$ cat config.mk
export PLATFORM = sky130hd
export DESIGN_NAME = priority_decoder_hold
export DESIGN_NICKNAME = d
export VERILOG_FILES = /design/src/rtl/prio_codec_pkg.sv /design/src/rtl/priority_decoder_hold_timer.sv /design/src/rtl/priority_decoder_hold.sv
export SDC_FILE = /design/constraint.sdc
export NUM_CORES = 1
export LEC_CHECK = 0
export ABC_AREA = 1
export BUFFER_PORTS_ARGS = -buffer_cell sky130_fd_sc_hd__buf_4
export CAP_MARGIN = 20
export CORE_MARGIN = 2
export CORE_UTILIZATION = 40
export DETAILED_ROUTE_END_ITERATION = 10
export PLACE_DENSITY_LB_ADDON = 0.1
export SYNTH_ARGS = -nofsm -noshare
export SYNTH_HDL_FRONTEND = slang
export SYNTH_SLANG_ARGS = --single-unit
$ cat constraint.sdc
create_clock -name clk -period 1.6 [get_ports clk]
set_clock_uncertainty 0.15 [all_clocks]
set_input_delay 0.32 -clock clk [delete_from_list [all_inputs] [get_ports clk]]
set_output_delay 0.32 -clock clk [all_outputs]
set_load 0.01 [all_outputs]
$ cat src/rtl/prio_codec_pkg.sv
// prio_codec_pkg
//   Definitions shared by both ends of the 4-bit priority encoder link.
//   The encoder and the decoder use the same values:
//     - default index width and the one-hot width derived from it
//     - the encoding of the decoder FSM states
//     - the code value that the encoder emits alongside the zero flag
//   This file has no ports.
package prio_codec_pkg;

  localparam int IN_W_DEFAULT  = 2;
  localparam int OUT_W_DEFAULT = 1 << IN_W_DEFAULT;

  // Width of the hold-time down-counter. It is sized for the largest legal hold time (255).
  localparam int HOLD_TIMER_W = 8;

  typedef enum logic {
    ST_IDLE = 1'b0,
    ST_HOLD = 1'b1
  } state_e;

  // When the source vector is all-zero, the encoder drives this code and raises
  // the zero flag. The decoder ignores the code in that case.
  localparam logic [IN_W_DEFAULT-1:0] ZERO_CODE = '0;

endpackage

$ cat src/rtl/priority_decoder_hold_timer.sv
// hold_timer
//   A loadable down-counter that sets the hold time of each decoded result.
//   A load takes priority over a decrement. The counter never goes below zero.
//   Ports:
//     clk         in   1   rising-edge clock
//     rst_n       in   1   asynchronous active-low reset (count -> 0)
//     load_i      in   1   load load_val_i this cycle
//     load_val_i  in   W   value to load
//     dec_i       in   1   decrement this cycle (ignored at zero)
//     count_o     out  W   current count
//     done_o      out  1   count == 0
module hold_timer #(
  parameter int W = 8
) (
  input  logic         clk,
  input  logic         rst_n,
  input  logic         load_i,
  input  logic [W-1:0] load_val_i,
  input  logic         dec_i,
  output logic [W-1:0] count_o,
  output logic         done_o
);

  logic [W-1:0] count_q, count_d;

  always_comb begin
    count_d = count_q;
    if (load_i) begin
      count_d = load_val_i;
    end else if (dec_i && (count_q != '0)) begin
      count_d = count_q - W'(1);
    end
  end

  always_ff @(posedge clk or negedge rst_n) begin
    if (!rst_n) begin
      count_q <= '0;
    end else begin
      count_q <= count_d;
    end
  end

  assign count_o = count_q;
  assign done_o  = (count_q == '0);

endmodule

$ cat src/rtl/priority_decoder_hold.sv
// priority_decoder_hold
//   This is the receive side of the priority encoder link. It accepts an encoded index
//   and a zero flag over a valid/ready handshake. It then drives the matching one-hot
//   line for HOLD_CYCLES cycles. It also keeps a saturating count of accepted decodes.
//   Ports:
//     clk           in   1      rising-edge clock
//     rst_n         in   1      asynchronous active-low reset
//     in_valid      in   1      in_code/in_zero valid this cycle
//     in_ready      out  1      a code can be accepted this cycle
//     in_code       in   IN_W   encoded index (all-ones = highest line)
//     in_zero       in   1      source vector was all-zero: decode to no line
//     out_onehot    out  OUT_W  decoded line, held HOLD_CYCLES cycles
//     out_valid     out  1      out_onehot carries a live decode
//     busy          out  1      FSM is in HOLD
//     decode_count  out  CNT_W  accepted transactions, saturating
module priority_decoder_hold
  import prio_codec_pkg::*;
#(
  parameter int IN_W        = IN_W_DEFAULT,
  parameter int HOLD_CYCLES = 4,
  parameter int CNT_W       = 8
) (
  input  logic                   clk,
  input  logic                   rst_n,
  input  logic                   in_valid,
  output logic                   in_ready,
  input  logic [IN_W-1:0]        in_code,
  input  logic                   in_zero,
  output logic [(1<<IN_W)-1:0]   out_onehot,
  output logic                   out_valid,
  output logic                   busy,
  output logic [CNT_W-1:0]       decode_count
);

  localparam int OUT_W = 1 << IN_W;
  localparam logic [HOLD_TIMER_W-1:0] HOLD_LOAD = HOLD_TIMER_W'(HOLD_CYCLES - 1);
  localparam logic [CNT_W-1:0] CNT_MAX = '1;

  state_e             state_q, state_d;
  logic [OUT_W-1:0]   onehot_q, onehot_d;
  logic               valid_q, valid_d;
  logic [CNT_W-1:0]   count_q, count_d;

  logic                    accept;
  logic                    timer_done;
  logic                    timer_dec;
  logic [HOLD_TIMER_W-1:0] timer_count;
  logic [OUT_W-1:0]        decoded;

  hold_timer #(
    .W (HOLD_TIMER_W)
  ) u_hold_timer (
    .clk        (clk),
    .rst_n      (rst_n),
    .load_i     (accept),
    .load_val_i (HOLD_LOAD),
    .dec_i      (timer_dec),
    .count_o    (timer_count),
    .done_o     (timer_done)
  );

  // A new code can be taken while idle, or during the last cycle of a hold.
  // Taking a code in the last hold cycle lets decodes run back-to-back with no gap.
  assign in_ready  = (state_q == ST_IDLE) || timer_done;
  assign accept    = in_valid && in_ready;
  assign timer_dec = (state_q == ST_HOLD) && !timer_done;

  // The zero flag overrides the code. The result therefore holds either no bit or exactly one bit.
  assign decoded = in_zero ? '0 : (OUT_W'(1) << in_code);

  always_comb begin
    state_d  = state_q;
    onehot_d = onehot_q;
    valid_d  = valid_q;
    count_d  = count_q;

    unique case (state_q)
      ST_IDLE: begin
        if (accept) begin
          state_d  = ST_HOLD;
          onehot_d = decoded;
          valid_d  = 1'b1;
        end
      end
      ST_HOLD: begin
        if (accept) begin
          onehot_d = decoded;
          valid_d  = 1'b1;
        end else if (timer_done) begin
          state_d  = ST_IDLE;
          onehot_d = '0;
          valid_d  = 1'b0;
        end
      end
      default: begin
        state_d  = ST_IDLE;
        onehot_d = '0;
        valid_d  = 1'b0;
      end
    endcase

    if (accept && (count_q != CNT_MAX)) begin
      count_d = count_q + CNT_W'(1);
    end
  end

  always_ff @(posedge clk or negedge rst_n) begin
    if (!rst_n) begin
      state_q  <= ST_IDLE;
      onehot_q <= '0;
      valid_q  <= 1'b0;
      count_q  <= '0;
    end else begin
      state_q  <= state_d;
      onehot_q <= onehot_d;
      valid_q  <= valid_d;
      count_q  <= count_d;
    end
  end

  assign out_onehot   = onehot_q;
  assign out_valid    = valid_q;
  assign busy         = (state_q == ST_HOLD);
  assign decode_count = count_q;

endmodule

# Yosys cells after proc, flatten, opt, wreduce, memory -nomap -nowiden
# Cells that the tools add are included.
dict set report op_classes {
  n_bitwise 1
  order_cmp 0
  multipliers 0
  eq_ne 3
  mux 15
  n_reduce_logical 10
  addsub 2
  div 0
  n_shift 1
}
# op count
set op_table {}
lappend op_table {{4-bit two-way mux} 4}
lappend op_table {{8-bit two-way mux} 2}
lappend op_table {{8-bit by 1-bit adder with 8-bit output, second input constant} 1}
lappend op_table {{8-bit logical NOT} 1}
lappend op_table {{8-bit inequality test, second input constant} 1}
lappend op_table {{4-bit case mux with 2 select lines} 1}
lappend op_table {{8-bit nonzero test} 1}
lappend op_table {{8-bit by 1-bit subtractor with 8-bit output, second input constant} 1}
lappend op_table {{1-bit two-way mux} 6}
lappend op_table {{1-bit logical AND} 4}
lappend op_table {{1-bit case mux with 2 select lines} 2}
lappend op_table {{1-bit by 2-bit left shift with 4-bit output, first input constant} 1}
lappend op_table {{3-bit by 1-bit inequality test with 1-bit output, second input constant} 1}
lappend op_table {{2-bit inequality test, second input constant} 1}
lappend op_table {{2-bit AND reduction} 1}
lappend op_table {{2-bit nonzero test} 1}
lappend op_table {{1-bit logical NOT} 1}
lappend op_table {{1-bit logical OR} 1}
lappend op_table {{1-bit inverter} 1}
dict set report word_totals {
  in_bits 6
  n_memories 0
  ff_bits 22
  elab_cells 37
  latch_bits 0
  mem_bits_ro 0
  out_inout_bits 15
  mem_bits_rw 0
}

# Longest topological paths before layout
# Gate-level depths: netlist (run 1).
dict set report logic_depth {
  ltp_word 6
  ltp_mapped 9
  ltp_nobuf 8
}

# By module
# From an unflattened synthesis (run 1), not the netlist that was laid out.
dict set report hier_totals {
  hier_cells 191
  hier_area_um2 1373.8
}
# module cells_each n_inst seq_area_each_um2 area_per_inst_um2
set modules_own_cells {}
lappend modules_own_cells {priority_decoder_hold 98 1 350.3 777.0}
lappend modules_own_cells {hold_timer 93 1 200.2 596.8}

# Worst setup path before layout (run 1)
# OpenSTA, ideal clock, no wires.
dict set report synth_timing {
  path_type {register -> register}
  startpoint {reg u_hold_timer.count_q[0] (netlist: u_hold_timer.count_o[0])}
  endpoint {reg u_hold_timer.count_q[3] (netlist: u_hold_timer.count_o[3])}
  slack_ns 0.030
  path_buffers 0
  t_arrival_ns 1.302
  stages_incl_launch_ff 8
  synth_period_minus_slack_ns 1.570
  required_time_ns 1.332
  setup_time_ns 0.118
  path_cell_list {dfrtp_1 inv_2 ha_1 nand3_2 o21ai_4 nand2_1 nand3b_1 nand2_1}
}
dict set report synth_via {
  word_cells_on_any_way 11
  cone_classes {1 x add/sub; 2 x mux; 8 x reduce/logical}
}
# element line
set synth_lines {}
lappend synth_lines {{start, declared} priority_decoder_hold_timer.sv:24} ;# logic [W-1:0] count_q, count_d;
lappend synth_lines {{start signal, assigned} priority_decoder_hold_timer.sv:39} ;# count_q <= count_d;
lappend synth_lines {{8-bit logical NOT (*)} priority_decoder_hold_timer.sv:44} ;# assign done_o = (count_q == '0);
lappend synth_lines {{1-bit logical OR (*)} priority_decoder_hold.sv:64} ;# assign in_ready = (state_q == ST_IDLE) || timer_done;
lappend synth_lines {{named net in_ready} priority_decoder_hold.sv:26} ;# output logic in_ready,
lappend synth_lines {{1-bit logical AND (*)} priority_decoder_hold.sv:65} ;# assign accept = in_valid && in_ready;
lappend synth_lines {{8-bit two-way mux / 2-bit nonzero test (equally long branches)} -}
# The timed path passes the listed nets; every way through them passes the cells marked *. The select of a mux whose other input is x is not followed.
# A chain may end at the register's enable or synchronous reset.

# Final worst setup path (run 1)
dict set report layout_timing {
  startpoint {reg u_hold_timer.count_q[1] (netlist: u_hold_timer.count_o[1])}
  endpoint {out in_ready}
}
dict set report layout_via {
  elab_chain_cells 2
}
# element line
set layout_rtl {}
lappend layout_rtl {{8-bit logical NOT} priority_decoder_hold_timer.sv:44}
lappend layout_rtl {{1-bit logical OR} priority_decoder_hold.sv:64}
lappend layout_rtl {{end, declared} priority_decoder_hold.sv:26}
# No other way between the ends.

==> results.cfg, run 1 <==
[outcome]
status = complete, but fails checks
violations = setup timing

[synth]
synth.cell_area_mm2 = 0.001222
netlist-cell-type-count = 19
synth_edf_count = 0
synth_top_area_cell = dfrtp_1
synth_top_cells_by_area = dfrtp_1 (45%), nand2_1 (17%), nand3_1 (6.1%), inv_1 (4.3%), xor2_1 (3.6%)
synth_seq_cells = 22
synth_cells = 155
async_flop_share = 1.000
syn-num-nets = 164
synth.avg_cell_area_um2 = 7.887
yosysTopAreaCellShare = 0.4504
ys_seq_area_frac = 0.4504
synthFlopType = dfrtp_1
ys_top_cells_by_count = nand2_1 (56), dfrtp_1 (22), nand3_1 (15)
yosysMostFrequentCell = nand2_1
yosysWarnings = 0

[route]
vias_per_cell = 4.897
dr_total_vias = 1146
drtIter0Drc = 33
route.detailed.drc = 0
ant_nets = 0
drtPass1Iterations = 4
totalWireLength_um = 2896
post_drt_wl_per_cell_um = 12.38

[sta]
holdWs_ps = 107.8
drv_slew = 0
rsz0062_at_grt = yes
slew-limit-headroom = 0.8106
finalCritPeriodShare = 1.082
period_needed_ps = 1732
hold_violations = 0
tightest_slew_ps = 284.2
fmax_mhz = 577.5
final-setup-viol-count = 1
setup_ws_ps = -131.6

[cts]
htree_num_levels = 1
cts_sinks = 22
cts_tree = yes
cts_buffers = 3
clock_latency_ps = 310
clk_pin_slew_worst_paths_ps = 130
clk_path_buf_depth = 2
cts-root-buf = clkbuf_4

[die]
initial_core_util = 0.4105
core.rowCount = 20
ios = 21
fp.coreArea_mm2 = 0.002978
die_width_um = 59.28
die_h_um = 59.28
die_area_mm2 = 0.003514

[flow_run]
maxCapViolCount = 0

[global_routing]
grt_pass1_vias = 1126
grt_pass1_wl_um = 5154
grt_max_degree = 23
antenna_found_initial = 0
grtUsageTotal = 0.1926
overflow = 0

[place]
port_buffers = 20
dpl.hpwl_um = 2053
place_congestion = 0.8543
dp.cells = 222

[setup_path]
cp_data_required_time_ps = 1130
r2r-start = u_hold_timer.count_o[1]
r2r_setup_slack_ps = 10
rr_endpoint = decode_count[5]
startpoint_type = register
crit_chain = inv_2 > ha_4 > nand3_4 > o21ai_4 > buf_6
slowest_delay_ps = 410
crit_type = register to primary output
cp_max_fo = 2
rr_worst_depth = 10
setup.worst_path.end_class = primary output
critical_path.slowest_cell = dfrtp_1
crit_arrival_ps = 1260

[pwr]
power.switching_uw = 202.7
peakVddDrop_v = 0.0004216
intPower_uw = 827.2
power_density_mw_per_mm2 = 598.7
p_seq_frac = 0.544
swShare = 0.1968
p_comb_frac = 0.039
p_leak_uw = 0.0009435
clockPowerShare = 0.418

[final_layout]
regArea_um2 = 550.5
final_cells = 234
drive_gt1_frac = 0.3234
fillers = 275
antenna_cells = 0
nets = 211
syn_to_final_growth_pct = 40.74
multiInputGateArea_um2 = 658.1

[min_path]
hp-class = input pin to register
min_path_cells = 4
min_delay_worst_endpoint = out_onehot[0]
worstHoldStart = in_code[1]
## kinds of logic after synthesis
group,synth area share
AOI/OAI and AO/OA,0.02559
DFF,0.4504
buffers and inverters,0.05528
and+or+nand+nor,0.3879
xor gates and xnor gates,0.05015
adders and majority gates,0.03071
## power by group through the flow
stage / sequential, uW / combinational, uW / clock, uW
6_report: 560 / 39.9 / 430
5_1_grt: 560 / 45.2 / 461
4_1_cts: 560 / 39.6 / 442
3_5_place_dp: 570 / 37.7 / 0
3_3_place_gp: 570 / 36.9 / 0
2_1_floorplan: 572 / 7.13 / 0
## through the flow
stage / setup slack (ps) / util / TNS (ps) / area [um2] / total power (uW)
3_3_place_gp: 2.351 / 0.5143 / 0 / 1531 / 607.2
5_1_grt: -196.6 / 0.5777 / -826.2 / 1720 / 1066
2_1_floorplan: 29.75 / - / 0 / 1222 / 579.0
3_5_place_dp: -33.18 / 0.5143 / -354.5 / 1531 / 608.1
6_report: -131.6 / 0.5777 / -131.6 / 1720 / 1030
4_1_cts: -134.2 / 0.5651 / -134.2 / 1683 / 1042
## placed cells by master, fill, tap and decap left out, types with 3 or more instances in the layout
cell type / instances
nor2_1: 9
nand3b_1: 4
nor2_4: 3
nand2_1: 55
nor3_1: 5
inv_2: 3
buf_4: 38
clkbuf_4: 3
inv_1: 13
nand2_2: 3
nor2_2: 3
dfrtp_1: 22
xor2_1: 5
nand3_1: 15
## critical path, delay by kind of cell (launching register included)
| family | cells | cell delay (ps) |
|---|---|---|
| flops | 1 | 410 |
| compound gates | 1 | 140 |
| fa+ha+maj | 1 | 130 |
| simple gates | 1 | 70 |
| buf+inv | 2 | 200 |
## layer usage
metal  GRT usage  part of all wire  wire length (um)  vias up
met5           0                 0                 0        -
met4     0.05844            0.0069                20        0
met3     0.02620             0.028                81        2
met2      0.3218              0.52              1498       18
met1      0.2579              0.45              1296      538
li1            -                 -                 -      588
## area by class of cell
cell class / count / area share
Multi-Input combinational cell: 116 / 0.3825
Sequential cell: 22 / 0.3200
Timing Repair Buffer: 43 / 0.2080
Inverter: 16 / 0.03491
Tap cell: 33 / 0.02400
Clock inverter: 1 / 0.01745
Clock buffer: 3 / 0.01309
## state kept, by name, indices dropped and copies added (netlist names)
register,cells
decode_count,8
busy,1
out_onehot,4
u_hold_timer.count_o,8
out_valid,1
## worst max-delay path by stage
stage | slack (ps) | endpoint | startpoint | cells after the start
2_1_floorplan | 30 | u_hold_timer.count_o[3] | u_hold_timer.count_o[0] | 7
3_3_place_gp | 2 | decode_count[6] | u_hold_timer.count_o[1] | 8
3_5_place_dp | -30 | decode_count[5] | u_hold_timer.count_o[1] | 7
4_1_cts | -130 | in_ready | u_hold_timer.count_o[1] | 5
5_1_grt | -200 | in_ready | u_hold_timer.count_o[1] | 5
6_report | -130 | in_ready | u_hold_timer.count_o[1] | 5
## timing repair
action                                  4_1_cts  5_1_grt
hold buffers                                  1        0
endpoints found under the setup margin       18       21
resized for setup                             7        6
pin swaps                                     5        4
setup buffers                                 6        1
hold endpoints to repair                     22        0
(Power assumes the default switching activity.)
==> inputs of run 2 (changes only) <==
CORE_ASPECT_RATIO = 2   (was default)
==> run 2 against run 1 <==
- the run still ends with setup timing left
- global-route usage grew 0.44 points
- sequential share of layout area decreased by 0.14 points
- critical path depth unchanged
- wire length increased by 6.8%
- final cell count down 0.85%
- critical path type unchanged
==> results.cfg, run 2 (synthesized netlist as in run 1, its figures left out) <==
[pwr]
p_leak_uw = 0.0009517
peakVddDrop_v = 0.0006329
power_density_mw_per_mm2 = 651.1
power_uw = 1125

[final_layout]
fillers = 281
final_common_cell = nand2_1
layout_common_cells = nand2_1 (54), buf_4 (40), dfrtp_1 (22)
nets = 212
antenna_cells = 0
regArea_um2 = 550.5
drive_gt1_frac = 0.3267
syn_to_final_growth_pct = 41.35
multiInputGateArea_um2 = 655.6

[global_routing]
grt_max_degree = 23
grtUsageTotal = 0.1970
grt_pass1_wl_um = 5250
antenna_found_initial = 0
overflow = 0
grt_pass1_vias = 1201

[place]
dpl.hpwl_um = 2374
port_buffers = 20
place_congestion = 0.8698

[cts]
cts_tree = yes
cts_buffers = 3
clock_latency_ps = 270
cts_sinks = 22
clk_pin_slew_worst_paths_ps = 90
htree_num_levels = 1
cts-root-buf = clkbuf_8
clk_path_buf_depth = 2

[min_path]
min_path_cells = 4
worstHoldStart = in_code[1]
min_delay_worst_endpoint = out_onehot[0]
hp-class = input pin to register

[route]
route.detailed.drc = 0
ant_nets = 0
drtPass1Iterations = 4
dr_total_vias = 1169
drtIter0Drc = 23
totalWireLength_um = 3094
vias_per_cell = 5.039
post_drt_wl_per_cell_um = 13.34

[setup_path]
crit_type = register to primary output
cp_data_required_time_ps = 1130
crit_chain = inv_2 > ha_4 > nand3_4 > o21ai_4 > buf_6
slowest_delay_ps = 390
crit_arrival_ps = 1210
cp_max_fo = 2
rr_worst_depth = 10
rr_endpoint = decode_count[5]
r2r_setup_slack_ps = 20
r2r-start = u_hold_timer.count_o[1]
critical_path.slowest_cell = dfrtp_1
setup.worst_path.end_class = primary output
startpoint_type = register

[die]
die_h_um = 82.18
die_area_mm2 = 0.003541
initial_core_util = 0.4154
fp.coreArea_mm2 = 0.002943
core.rowCount = 28
ios = 21
die_width_um = 43.09

[sta]
setup_ws_ps = -82.47
final-setup-viol-count = 1
slew-limit-headroom = 0.8027
tightest_slew_ps = 295.9
holdWs_ps = 157.0
fmax_mhz = 594.4
finalCritPeriodShare = 1.052
period_needed_ps = 1682
hold_violations = 0
rsz0062_at_grt = yes
drv_slew = 0

[flow_run]
maxCapViolCount = 0

[outcome]
violations = setup timing
status = complete, but fails checks
run 2: changes by cell type in the layout (fill, tap and decap cells not counted), sizes merged:
cell,delta
buf,+1
run 2: metrics by stage:
step	utilization	std cells	TNS, ps	worst slack [ps]	cell area, um2
4_1_cts	0.5778	232	-82.98	-82.98	1700
3_3_place_gp	0.5174	220	0	0.4682	1523
2_1_floorplan	-	155	0	29.75	1222
5_1_grt	0.5872	232	-1449	-137.4	1728
3_5_place_dp	0.5174	220	-512.3	-58.32	1523
6_report	0.5872	232	-82.47	-82.47	1728
run 2: layer usage:
| layer | routed length [um] | share of wire | GRT usage |
|---|---|---|---|
| met3 | 76 | 0.025 | 0.02391 |
| met4 | 89 | 0.029 | 0.09091 |
| met2 | 1863 | 0.60 | 0.3821 |
| met5 | 0 | 0 | 0 |
| met1 | 1065 | 0.34 | 0.2003 |
run 2: where the power goes:
part	switching (uW)	total (uW)	leakage, uW	internal [uW]
Sequential	1.46	559	0.000287	558
Clock	192	526	0.0000357	335
Combinational	23.9	39.6	0.000629	15.6
Total	217	1130	0.000952	908
run 2: critical path: cells and delay by family (launching register included):
family                   cells  cell delay (ps)
flip-flops                   1              390
buffers and inverters        2              200
AO/OA/AOI/OAI                1              150
adder cells (fa/ha/maj)      1              140
AND/OR/NAND/NOR              1               70
run 2: cell type report:
cell class	count	share of cell area
well taps	30	0.02172
inverters	16	0.03476
flip-flops and latches	22	0.3186
multi-input cells	116	0.3794
clock buffers	3	0.02390
repair buffers	44	0.2042
clock inverters	1	0.01738
run 2: how the worst max path moves through the flow:
stage                                       start                 endpoint  slack, ps
after floorplan           u_hold_timer.count_o[0]  u_hold_timer.count_o[3]         30
after global placement    u_hold_timer.count_o[1]                out_valid        0.5
after detailed placement  u_hold_timer.count_o[1]  u_hold_timer.count_o[4]        -60
after CTS                 u_hold_timer.count_o[1]                 in_ready        -80
after global routing      u_hold_timer.count_o[1]                 in_ready       -140
final                     u_hold_timer.count_o[1]                 in_ready        -80
run 2: repair_timing:
action	4_1_cts	5_1_grt
cloned	0	0
resized for setup	7	6
pin swaps	6	1
hold buffers	1	0
setup endpoints to repair	18	21
buffers inserted	7	0
hold endpoints to repair	22	0
